===== config.mk =====
export PLATFORM = sky130hd
export DESIGN_NAME = sb_periph_arbiter
export DESIGN_NICKNAME = d
export VERILOG_FILES = /design/src/rtl/sb_pkg.sv /design/src/rtl/sb_rtag_pipe.sv /design/src/rtl/sb_periph_arbiter.sv
export SDC_FILE = /design/constraint.sdc
export NUM_CORES = 1
export LEC_CHECK = 0
export CORE_AREA = 5 5 100 102
export CTS_CLUSTER_DIAMETER = 100
export DETAILED_ROUTE_END_ITERATION = 10
export DIE_AREA = 0 0 105 107
export GPL_TIMING_DRIVEN = 0
export MAX_ROUTING_LAYER = met4
export PLACE_DENSITY = 0.63
export SLEW_MARGIN = 10
export SYNTH_ARGS = -nofsm -noshare
export SYNTH_HDL_FRONTEND = slang
export SYNTH_SLANG_ARGS = --single-unit

===== constraint.sdc =====
create_clock -name clk_i -period 6.2 [get_ports clk_i]
set_clock_uncertainty 0.2 [all_clocks]
set_input_delay 1.86 -clock clk_i [delete_from_list [all_inputs] [get_ports clk_i]]
set_output_delay 1.86 -clock clk_i [all_outputs]
set_load 0.02 [all_outputs]

===== src/rtl/sb_pkg.sv =====
// Shared types for the system-bus peripheral arbiter: bus widths, master id
// and the read-return tag carried through the latency pipe.
package sb_pkg;
    localparam int SB_ADDR_W = 32;
    localparam int SB_DATA_W = 32;

    typedef logic sb_mid_t;

    typedef struct packed {
        logic    valid;
        sb_mid_t id;
    } sb_rtag_t;
endpackage


===== src/rtl/sb_rtag_pipe.sv =====
// DEPTH-stage shift register of read tags; the last stage lines up with the
// slave's registered read data.
module sb_rtag_pipe
    import sb_pkg::*;
#(
    parameter int DEPTH = 1
) (
    input  logic     clk_i,
    input  logic     rst,
    input  sb_rtag_t tag_in,
    output sb_rtag_t tag_out
);

    sb_rtag_t [DEPTH-1:0] stage;

    always_ff @(posedge clk_i) begin
        if (rst) begin
            stage <= '0;
        end else begin
            stage[0] <= tag_in;
            for (int i = 1; i < DEPTH; i++) begin
                stage[i] <= stage[i-1];
            end
        end
    end

    assign tag_out = stage[DEPTH-1];

endmodule


===== src/rtl/sb_periph_arbiter.sv =====
// Two-master round-robin arbiter in front of one single-cycle peripheral slave,
// with a fixed-latency tag pipe routing read data back to the issuer.
module sb_periph_arbiter
    import sb_pkg::*;
#(
    parameter int READ_LAT = 1,
    parameter int ADDR_W   = SB_ADDR_W,
    parameter int DATA_W   = SB_DATA_W
) (
    input  logic                   clk_i,
    input  logic                   rst,
    input  logic [1:0]             m_req_i,
    input  logic [1:0]             m_we_i,
    input  logic [1:0][ADDR_W-1:0] m_addr_i,
    input  logic [1:0][DATA_W-1:0] m_wdata_i,
    output logic [1:0]             m_stall_o,
    output logic [1:0]             m_rvalid_o,
    output logic [DATA_W-1:0]      m_rdata_o,
    output logic                   s_req_o,
    output logic                   s_we_o,
    output logic [ADDR_W-1:0]      s_addr_o,
    output logic [DATA_W-1:0]      s_wdata_o,
    input  logic [DATA_W-1:0]      s_rdata_i
);

    logic       prio;
    logic [1:0] grant;
    sb_mid_t    gid;
    sb_rtag_t   tag_in;
    sb_rtag_t   tag_out;

    always_comb begin
        grant = 2'b00;
        gid   = prio;
        unique case (m_req_i)
            2'b01:   begin grant = 2'b01; gid = 1'b0; end
            2'b10:   begin grant = 2'b10; gid = 1'b1; end
            2'b11:   begin grant = prio ? 2'b10 : 2'b01; gid = prio; end
            default: ;
        endcase
    end

    assign s_req_o   = |grant;
    assign s_we_o    = m_we_i[gid];
    assign s_addr_o  = m_addr_i[gid];
    assign s_wdata_o = m_wdata_i[gid];
    assign m_stall_o = m_req_i & ~grant;

    // Pointer moves only on an accept, so a lone requester keeps winning.
    always_ff @(posedge clk_i) begin
        if (rst) begin
            prio <= 1'b0;
        end else if (s_req_o) begin
            prio <= ~gid;
        end
    end

    assign tag_in = '{valid: s_req_o & ~s_we_o, id: gid};

    sb_rtag_pipe #(.DEPTH(READ_LAT)) u_rtag_pipe (
        .clk_i   (clk_i),
        .rst     (rst),
        .tag_in  (tag_in),
        .tag_out (tag_out)
    );

    always_comb begin
        m_rvalid_o          = 2'b00;
        m_rvalid_o[tag_out.id] = tag_out.valid;
    end

    assign m_rdata_o = s_rdata_i;

endmodule


* Word-level counts from Yosys, hierarchy flattened
Cells that the tools add are included.
** Operators by class
- Order comparisons :: 3
- Equality and inequality tests :: 3
- Mux-type cells :: 11
- Bitwise operators :: 6
- Reductions and logical operators :: 2
** Operator list (count)
- 32-bit 2-to-1 mux :: 4
- 2-bit case mux with 3 select lines :: 1
- 2-bit bitwise AND :: 2
- 2-bit == test (second input constant) :: 2
- 1-bit by 2-bit < comparator with 1-bit output (second input constant) :: 2
- 1-bit 2-to-1 mux :: 3
- 2-bit by 1-bit == test with 1-bit output (second input constant) :: 1
- 2-bit 2-to-1 mux :: 1
- 1-bit NOT :: 2
- 2-bit NOT :: 1
- 1-bit case mux with 2 select lines :: 1
- 2-bit OR reduction :: 1
- 1-bit bitwise AND :: 1
- 1-bit demux with 1-bit select :: 1
- 1-bit greater-or-equal comparator (second input constant) :: 1
- 1-bit logical AND :: 1
** Word-level totals
- Flip-flop bits (word level) :: 3
- Bits of input ports :: 166
- Word-level logic and storage cells :: 28

* Longest topological paths before layout
Gate-level depths: netlist of run 1.
- Depth after elaboration :: 6
- Mapped depth :: 6
- Gate-level depth less buffers :: 4

* Cells and area by module
From an unflattened synthesis of run 1, not the netlist that was laid out.
** Unflattened totals
- Cells, all modules :: 130
- Area total of the unflattened synthesis :: 1357.6 um^2
** Modules (own cells, without submodules)
- sb_periph_arbiter :: times used 1, cells an instance 126, area an instance 1305.0 um^2
- sb_rtag_pipe :: times used 1, cells an instance 4, area an instance 52.6 um^2

* Worst setup path after synthesis of run 1
No wires, ideal clock.
- Path kind :: input-to-output
- Start :: in m_req_i[0]
- End :: out s_wdata_o[13]
- Arrival :: 3.212 ns
- Path slack :: 0.928 ns
- Cell stages on the path :: 6
- Buffers on the path :: 2
- Cells stage by stage :: inv_1 ha_1 mux2i_2 buf_4 buf_6 mux2_1
** On the way
- Word-level cells in the longest chain between the ends :: 4
- Elaborated cells between the ends (all ways) :: 5
- Those cells by class :: 2 x eq/ne; 3 x mux
** Ends and longest elaborated chain
- start: declaration :: RTL line sb_periph_arbiter.sv:12 : input logic [1:0] m_req_i,
- 2-bit == test / 2-bit by 1-bit == test with 1-bit output (equally long branches) :: RTL line sb_periph_arbiter.sv:35 : unique case (m_req_i)
- 1-bit case mux with 2 select lines * :: RTL line sb_periph_arbiter.sv:35
- 32-bit 2-to-1 mux (implied by the code) * (2 in a row) :: RTL line sb_periph_arbiter.sv:46 : assign s_wdata_o = m_wdata_i[gid];
- end: declaration :: RTL line sb_periph_arbiter.sv:22 : output logic [DATA_W-1:0] s_wdata_o,
Mark *: on every way between the ends. The rest lies on a longest branch, timed or not. The select of a mux whose other input is x is not followed.

* Worst setup path in the final report of run 1
- Start :: in m_req_i[1]
- End :: out s_wdata_o[8]
Same word-level chain as after synthesis.

==> summary.txt, run 1 <==
Placement
  • Input/output buffers: 235
  • Final HPWL DP: 6260 um
  • Placed Instances: 473
  • Placer Congestion: 0.737

Die
  • Die Ht: 107 um
  • Core Box Area: 9020 um^2
  • Starting density of the core: 13.5%
  • Die X: 105 um
  • I/O pin total: 268
  • Die ar.: 11200 um^2
  • # rows: 35

Global routing
  • Tot GR Track Use: 11.0%
  • First-pass GRT wire length: 9930 um
  • Largest net degree at the start of global routing: 11
  • Vias in the first global route: 2009
  • Initial antenna violation count: 0
  • Remaining global-route overflow: 0

Synthesis
  • Post-Syn Instances: 127
  • Synth Area in XOR/XNOR: 0%
  • Sequential area share after synthesis: 4.94%
  • Mapped Area: 1220 um^2
  • Synthesized Nets: 296
  • Post-synth top area share: 44.4%
  • Main synth FF type: dfxtp_1
  • Commonest cells post-synth: 48 x mux2_2, 33 x buf_4, 18 x mux2_1
  • Count of state elements after synthesis: 3
  • Largest family of logic cells by synthesized area: multiplexers
  • Avg Cell Area, Syn: 9.58 um^2
  • Largest cells by area after synthesis: mux2_2 44%, buf_4 20%, mux2_1 17%, dfxtp_1 4.9%, ha_1 3.1%
  • Asr flop ratio synth: 0%
  • Synth Area in Compound Gates: 1.54%
  • Synth unique cells: 16
  • Fraction of synthesized area in multiplexers: 62.2%
  • Area leader, netlist: mux2_2
  • EDFF count, synth: 0
  • Area share of fa/ha/maj cells after synthesis: 3.09%
  • Yosys warning total: 0
  • Most frequent cell after synthesis: mux2_2
  • Post-synthesis simple-gate area fraction: 3.09%

Route
  • Iter 0 DRT Violations: 44
  • Vias: 1856
  • Post-route ant nets: 0
  • First-pass DRT Iterations: 4
  • Detailed-route DRC error count: 0
  • Routed WL per cell: 14.5 um
  • Via density: 3.86
  • Routed WL: 6960 um

Timing
  • Final Hold Violating Endpoints: 0
  • Setup violators final: 0
  • Actual slew at the worst max-slew pin: 0.265 ns
  • RSZ-0062 raised after global routing: no
  • Fmax: 166 MHz
  • Hold WS: 0.366 ns
  • Max-slew violations: 0
  • Final period utilization: 96.9%
  • Post-route minimum period: 6.01 ns
  • Worst slew margin: 82.3%

Finish
  • FILL cells: 911
  • Layout cell share with drive strength beyond 1: 31.1%
  • Multi-input gate area: 872 um^2
  • Layout Cells excl Fill: 481
  • Nets: 540
  • Area growth from synthesis to layout: 214%
  • Diode count: 0
  • Reg area: 60.1 um^2

Worst setup path
  • Startpoint Class: input port
  • Critical path type: in -> out
  • Crit path capture type: output pin
  • Crit path buffers/inverters: 4
  • Critical-path cell list: dlygate4sd2_1, inv_1, ha_4, mux2i_4, buf_4, mux2_2, clkdlybuf4s50_1
  • CP max FO: 10
  • Slowest cell on crit path: clkdlybuf4s50_1
  • WP data required: 4.14 ns
  • Worst path max stage delay: 0.54 ns
  • Data arrival time of the worst path: 3.95 ns
  • Family with the most delay on the worst path: buffers and inverters

Clock network
  • CTS HTree Levels: 1
  • Clock-pin slew on the worst setup and hold paths: 0.03 ns
  • Clock sink total: 3
  • Num CTS Buffers: 3
  • Max Root-Sink Buffers: 2
  • Worst-skew pair later-pin latency: 0.21 ns
  • TritonCTS clock tree: yes
  • Root Driver: clkbuf_8
  • Hold_buf cts: 0

Power
  • Leakage: 1.62 nW
  • Peak VDD IR: 0.0521 mV
  • Power Total: 468 uW
  • Power Density: 123 nW/um^2

Run status
  • Status: finished clean

Hold path
  • Hold Crit Class: reg -> reg

Job
  • Max-Cap Viols: 0
## what timing repair did
action / CTS / global route
endpoints found under the setup margin: 65 / 54
buffers inserted: 1 / 2
hold endpoints to repair: 0 / 0
gates cloned: 1 / 0
resized for setup: 73 / 20
## sequential cells by signal (all words and copies together) (netlist names)
signal and cells:
u_rtag_pipe.tag_out 2, prio 1
## worst reg2reg max path: stages (launching register included)
cell,delay [ns]
dfxtp_1,0.36
mux2i_4,0.25
buf_6,0.14
buf_6,0.08
buf_6,0.12
mux2_2,0.33
## power breakdown
| group | switching [mW] | internal [mW] |
|---|---|---|
| clock network | 0.0129 | 0.0439 |
| logic | 0.155 | 0.233 |
| registers | 0.00175 | 0.0213 |
## final timing paths
check | endpoint | startpoint | depth (start not counted) | slack [ns]
setup / recovery | s_wdata_o[8] | m_req_i[1] | 7 | 0.19
hold / removal | prio | prio | 2 | 0.37
setup reg to reg | u_rtag_pipe.tag_out[1] | prio | 5 | 4.59
hold reg to reg | prio | prio | 2 | 0.37
## area by class of cell
cell class	count	share of cell area, %
inverters	4	0.394
repair buffers	239	62.2
well taps	111	3.64
flip-flops and latches	3	1.57
clock buffers	4	1.18
plain buffers	39	8.17
multi-input cells	81	22.9
## per-stage QoR
stage / setup WS, ns / utilization, % / area, um^2 / TNS (ns)
2_1_floorplan: 0.928 / - / 1220 / 0
3_3_place_gp: -0.335 / 41.1 / 3710 / -15.90
3_5_place_dp: -0.347 / 41.1 / 3710 / -16.80
4_1_cts: -0.137 / 42.3 / 3810 / -3.98
5_1_grt: 0.0725 / 42.3 / 3810 / 0
6_report: 0.191 / 42.3 / 3810 / 0
## cell families after synthesis
group / Yosys count
AOI/OAI and AO/OA: 3
DFF: 3
and+or+nand+nor: 8
adders and majority gates: 3
muxes: 67
buffers and inverters: 43
## layout by cell type, fill, tap and decap left out, types with 2 or more instances in the layout
master / Yosys / layout
nor2_1: 2 / 2
dlymetal6s2s_1: 0 / 8
mux2_2: 48 / 48
dfxtp_1: 3 / 3
a21oi_1: 2 / 2
nor3_1: 2 / 2
mux2_1: 18 / 18
clkdlybuf4s15_2: 0 / 10
nand2_1: 2 / 2
buf_8: 0 / 2
ha_1: 3 / 2
clkdlybuf4s50_1: 0 / 197
buf_4: 33 / 37
buf_2: 4 / 5
dlygate4sd2_1: 0 / 12
buf_6: 2 / 4
clkbuf_8: 0 / 3
inv_1: 4 / 3
clkbuf_2: 0 / 3
## metal layers
| layer | global-route usage [%] | wire length [um] | vias to the layer above |
|---|---|---|---|
| li1 | - | - | 901 |
| met1 | 12.5 | 2570 | 817 |
| met2 | 20.5 | 3770 | 136 |
| met3 | 2.59 | 601 | 2 |
| met4 | 1.10 | 10 | 0 |
| met5 | - | 0 | - |
(Power assumes the default switching activity.)
==> inputs of run 2 (changes only) <==
RECOVER_POWER = 100   (was default)
==> run 2 against run 1 <==
Compared with the run above:
- non-clock buffer count unchanged
- largest power group unchanged
- sequential power about the same
- final cell count unchanged
- setup slack got worse by 0.032 ns
- critical path depth unchanged
- clock power barely moved
- register-to-register slack got worse by 0.04 ns
- total power down 2.6%
- die area is the same
- global-route usage did not move
- design area decreased by 1.6%
==> summary.txt, run 2 (synthesis gave the netlist of run 1 again) <==
Worst setup path
  • Critical R2R Capture: u_rtag_pipe.tag_out[1]
  • Worst r2r path cells: 5 (unchanged)
  • FF-to-FF setup slack: 4.55 ns (-0.04 ns)
  • CP Launch Point: m_req_i[1]
  • Startpoint Class: input port
  • Crit path capture type: output pin
  • Critical path type: in -> out
  • WP data required: 4.14 ns (about the same)
  • RR Startpoint: prio
  • Setup crit end: s_wdata_o[8]
  • Data arrival time of the worst path: 3.98 ns (+0.03 ns)
  • CP max FO: 10 (unchanged)

Global routing
  • First-pass GRT wire length: 9930 um (unchanged)
  • Vias in the first global route: 2009 (unchanged)
  • Initial antenna violation count: 0 (unchanged)
  • Largest net degree at the start of global routing: 11 (unchanged)
  • Remaining global-route overflow: 0 (unchanged)
  • Tot GR Track Use: 11.0% (unchanged)

Finish
  • Nets: 540 (unchanged)
  • Reg area: 60.1 um^2 (unchanged)
  • Diode count: 0 (unchanged)
  • Core Util, Final: 41.6% (-0.69 points)
  • FILL cells: 922 (+1.2%)
  • Commonest non-fill, non-tap cell in the layout: clkdlybuf4s50_1
  • Area growth from synthesis to layout: 208%
  • Multi-input gate area: 860 um^2 (-1.4%)
  • Layout cell share with drive strength beyond 1: 28.6% (-2.4 points)
  • Commonest cells after routing, fill and taps aside: 160 x clkdlybuf4s50_1, 47 x mux2_2, 37 x dlygate4sd3_1
  • Max reg flops: 2 (unchanged)

Timing
  • Post-route minimum period: 6.04 ns (+0.0319 ns)
  • Final period utilization: 97.4% (+0.52 points)
  • Fmax: 166 MHz (-0.53%)
  • Hold WS: 0.367 ns (+0.00154 ns)
  • Actual slew at the worst max-slew pin: 0.286 ns (+0.0209 ns)
  • Max-slew violations: 0 (unchanged)
  • Min setup slack post-route: 0.159 ns (-0.0319 ns)
  • Setup violators final: 0 (unchanged)
  • Final Hold Violating Endpoints: 0 (unchanged)
  • Worst slew margin: 81.0% (-1.3 points)
  • RSZ-0062 raised after global routing: no

Power
  • P_int: 286 uW (-3.8%)
  • Switch share: 37.1% (+0.76 points)
  • Reg power frac: 5.1% (+0.2 points)
  • Leakage: 1.56 nW (-3.2%)
  • Comb pwr share: 82.5% (-0.4 points)
  • Power Total: 456 uW (-2.6%)
  • Net Switching: 169 uW (-0.55%)
  • Clock power share: 12.5% (+0.4 points)
  • Power Density: 121 nW/um^2 (-0.98%)
  • Peak VDD IR: 0.0516 mV (-0.95%)

Clock network
  • Root Driver: clkbuf_8
  • Max Root-Sink Buffers: 2 (unchanged)
  • CTS HTree Levels: 1 (unchanged)
  • TritonCTS clock tree: yes
  • Clock-pin slew on the worst setup and hold paths: 0.03 ns (about the same)
  • Worst-skew pair later-pin latency: 0.21 ns (about the same)
  • Hold_buf cts: 0 (unchanged)
  • Clock sink total: 3 (unchanged)
  • Num CTS Buffers: 3 (unchanged)

Route
  • Post-route ant nets: 0 (unchanged)
  • First-pass DRT Iterations: 4 (unchanged)
  • Via density: 3.86 (+0.11%)
  • Routed WL: 6930 um (-0.40%)
  • Routed WL per cell: 14.4 um (-0.40%)
  • Vias: 1858 (+0.11%)
  • Iter 0 DRT Violations: 36 (-18%)
  • Detailed-route DRC error count: 0 (unchanged)

Die
  • I/O pin total: 268 (unchanged)
  • # rows: 35 (unchanged)
  • Die Ht: 107 um (unchanged)
  • Die X: 105 um (unchanged)
  • Die ar.: 11200 um^2 (unchanged)
  • Starting density of the core: 13.5% (unchanged)
  • Core Box Area: 9020 um^2 (unchanged)

Job
  • Max-Cap Viols: 0 (unchanged)

Run status
  • Status: finished clean

Placement
  • Input/output buffers: 235 (unchanged)
  • Final HPWL DP: 6260 um (unchanged)
  • Placer Congestion: 0.737 (unchanged)
  • Placement Setup Slack: -0.347 ns (unchanged)

Hold path
  • Hold Crit Class: reg -> reg
==> run 2: changes by cell type in the layout (fill, tap and decap cells not counted), moves of 3 or more <==
cell	delta
buf_2	-3
clkbuf_1	+11
clkbuf_2	-3
clkdlybuf4s50_1	-37
dlygate4sd3_1	+37
dlymetal6s2s_1	-4
==> run 2: per-stage QoR <==
stage               instances  area [um^2]  TNS [ns]
CTS                       479         3810     -3.98
detailed placement        473         3710    -16.80
global placement          473         3710    -15.90
finish                    481         3750         0
global route              481         3750         0
floorplan                 127         1220         0
==> run 2: routing by layer <==
layer / up-vias / part of all wire, % / global-route usage (%)
met4: 0 / 0.14 / 1.10
li1: 900 / - / -
met3: 2 / 8.5 / 2.59
met2: 136 / 54 / 20.5
met1: 820 / 37 / 12.5
met5: - / 0 / -
==> run 2: worst min-delay path by stage <==
stage                     from  endpoint  slack (ns)  cells after the start
after detailed placement  prio      prio        0.35                      2
after global placement    prio      prio        0.33                      2
after global routing      prio      prio        0.42                      2
after CTS                 prio      prio        0.37                      2
final                     prio      prio        0.37                      2
after floorplan           prio      prio        0.27                      2
==> run 2: area by class of cell <==
cell class,instances,area share (%)
multi-input combinational,81,22.9
tap,111,3.70
buffer,39,8.31
clock buffer,4,1.20
sequential,3,1.60
inverter,4,0.400
timing repair buffer,239,61.9
==> run 2: power groups by stage <==
stage	clock network (mW)	logic, mW	registers, mW
floorplan	0	0.181	0.0225
global placement	0	0.393	0.0230
detailed placement	0	0.395	0.0231
CTS	0.0583	0.395	0.0231
global route	0.0615	0.397	0.0234
finish	0.0568	0.376	0.0230
==> run 2: worst max-delay path, cell delays in order <==
cell             delay (ns)
dlygate4sd2_1          0.27
inv_1                  0.06
ha_1                   0.33
mux2i_4                0.30
buf_4                  0.23
mux2_1                 0.37
clkdlybuf4s50_1        0.55
==> run 2: timing repair <==
action | in CTS | in global routing
setup buffers | 1 | 2
resized for setup | 73 | 20
gates cloned | 1 | 0
setup endpoints to repair | 65 | 54
==> inputs of run 3 (changes only) <==
CTS_CLUSTER_DIAMETER = 60   (was 100)
==> results of run 3 <==
The final DEF is identical to that of run 2; final timing and power are the same.
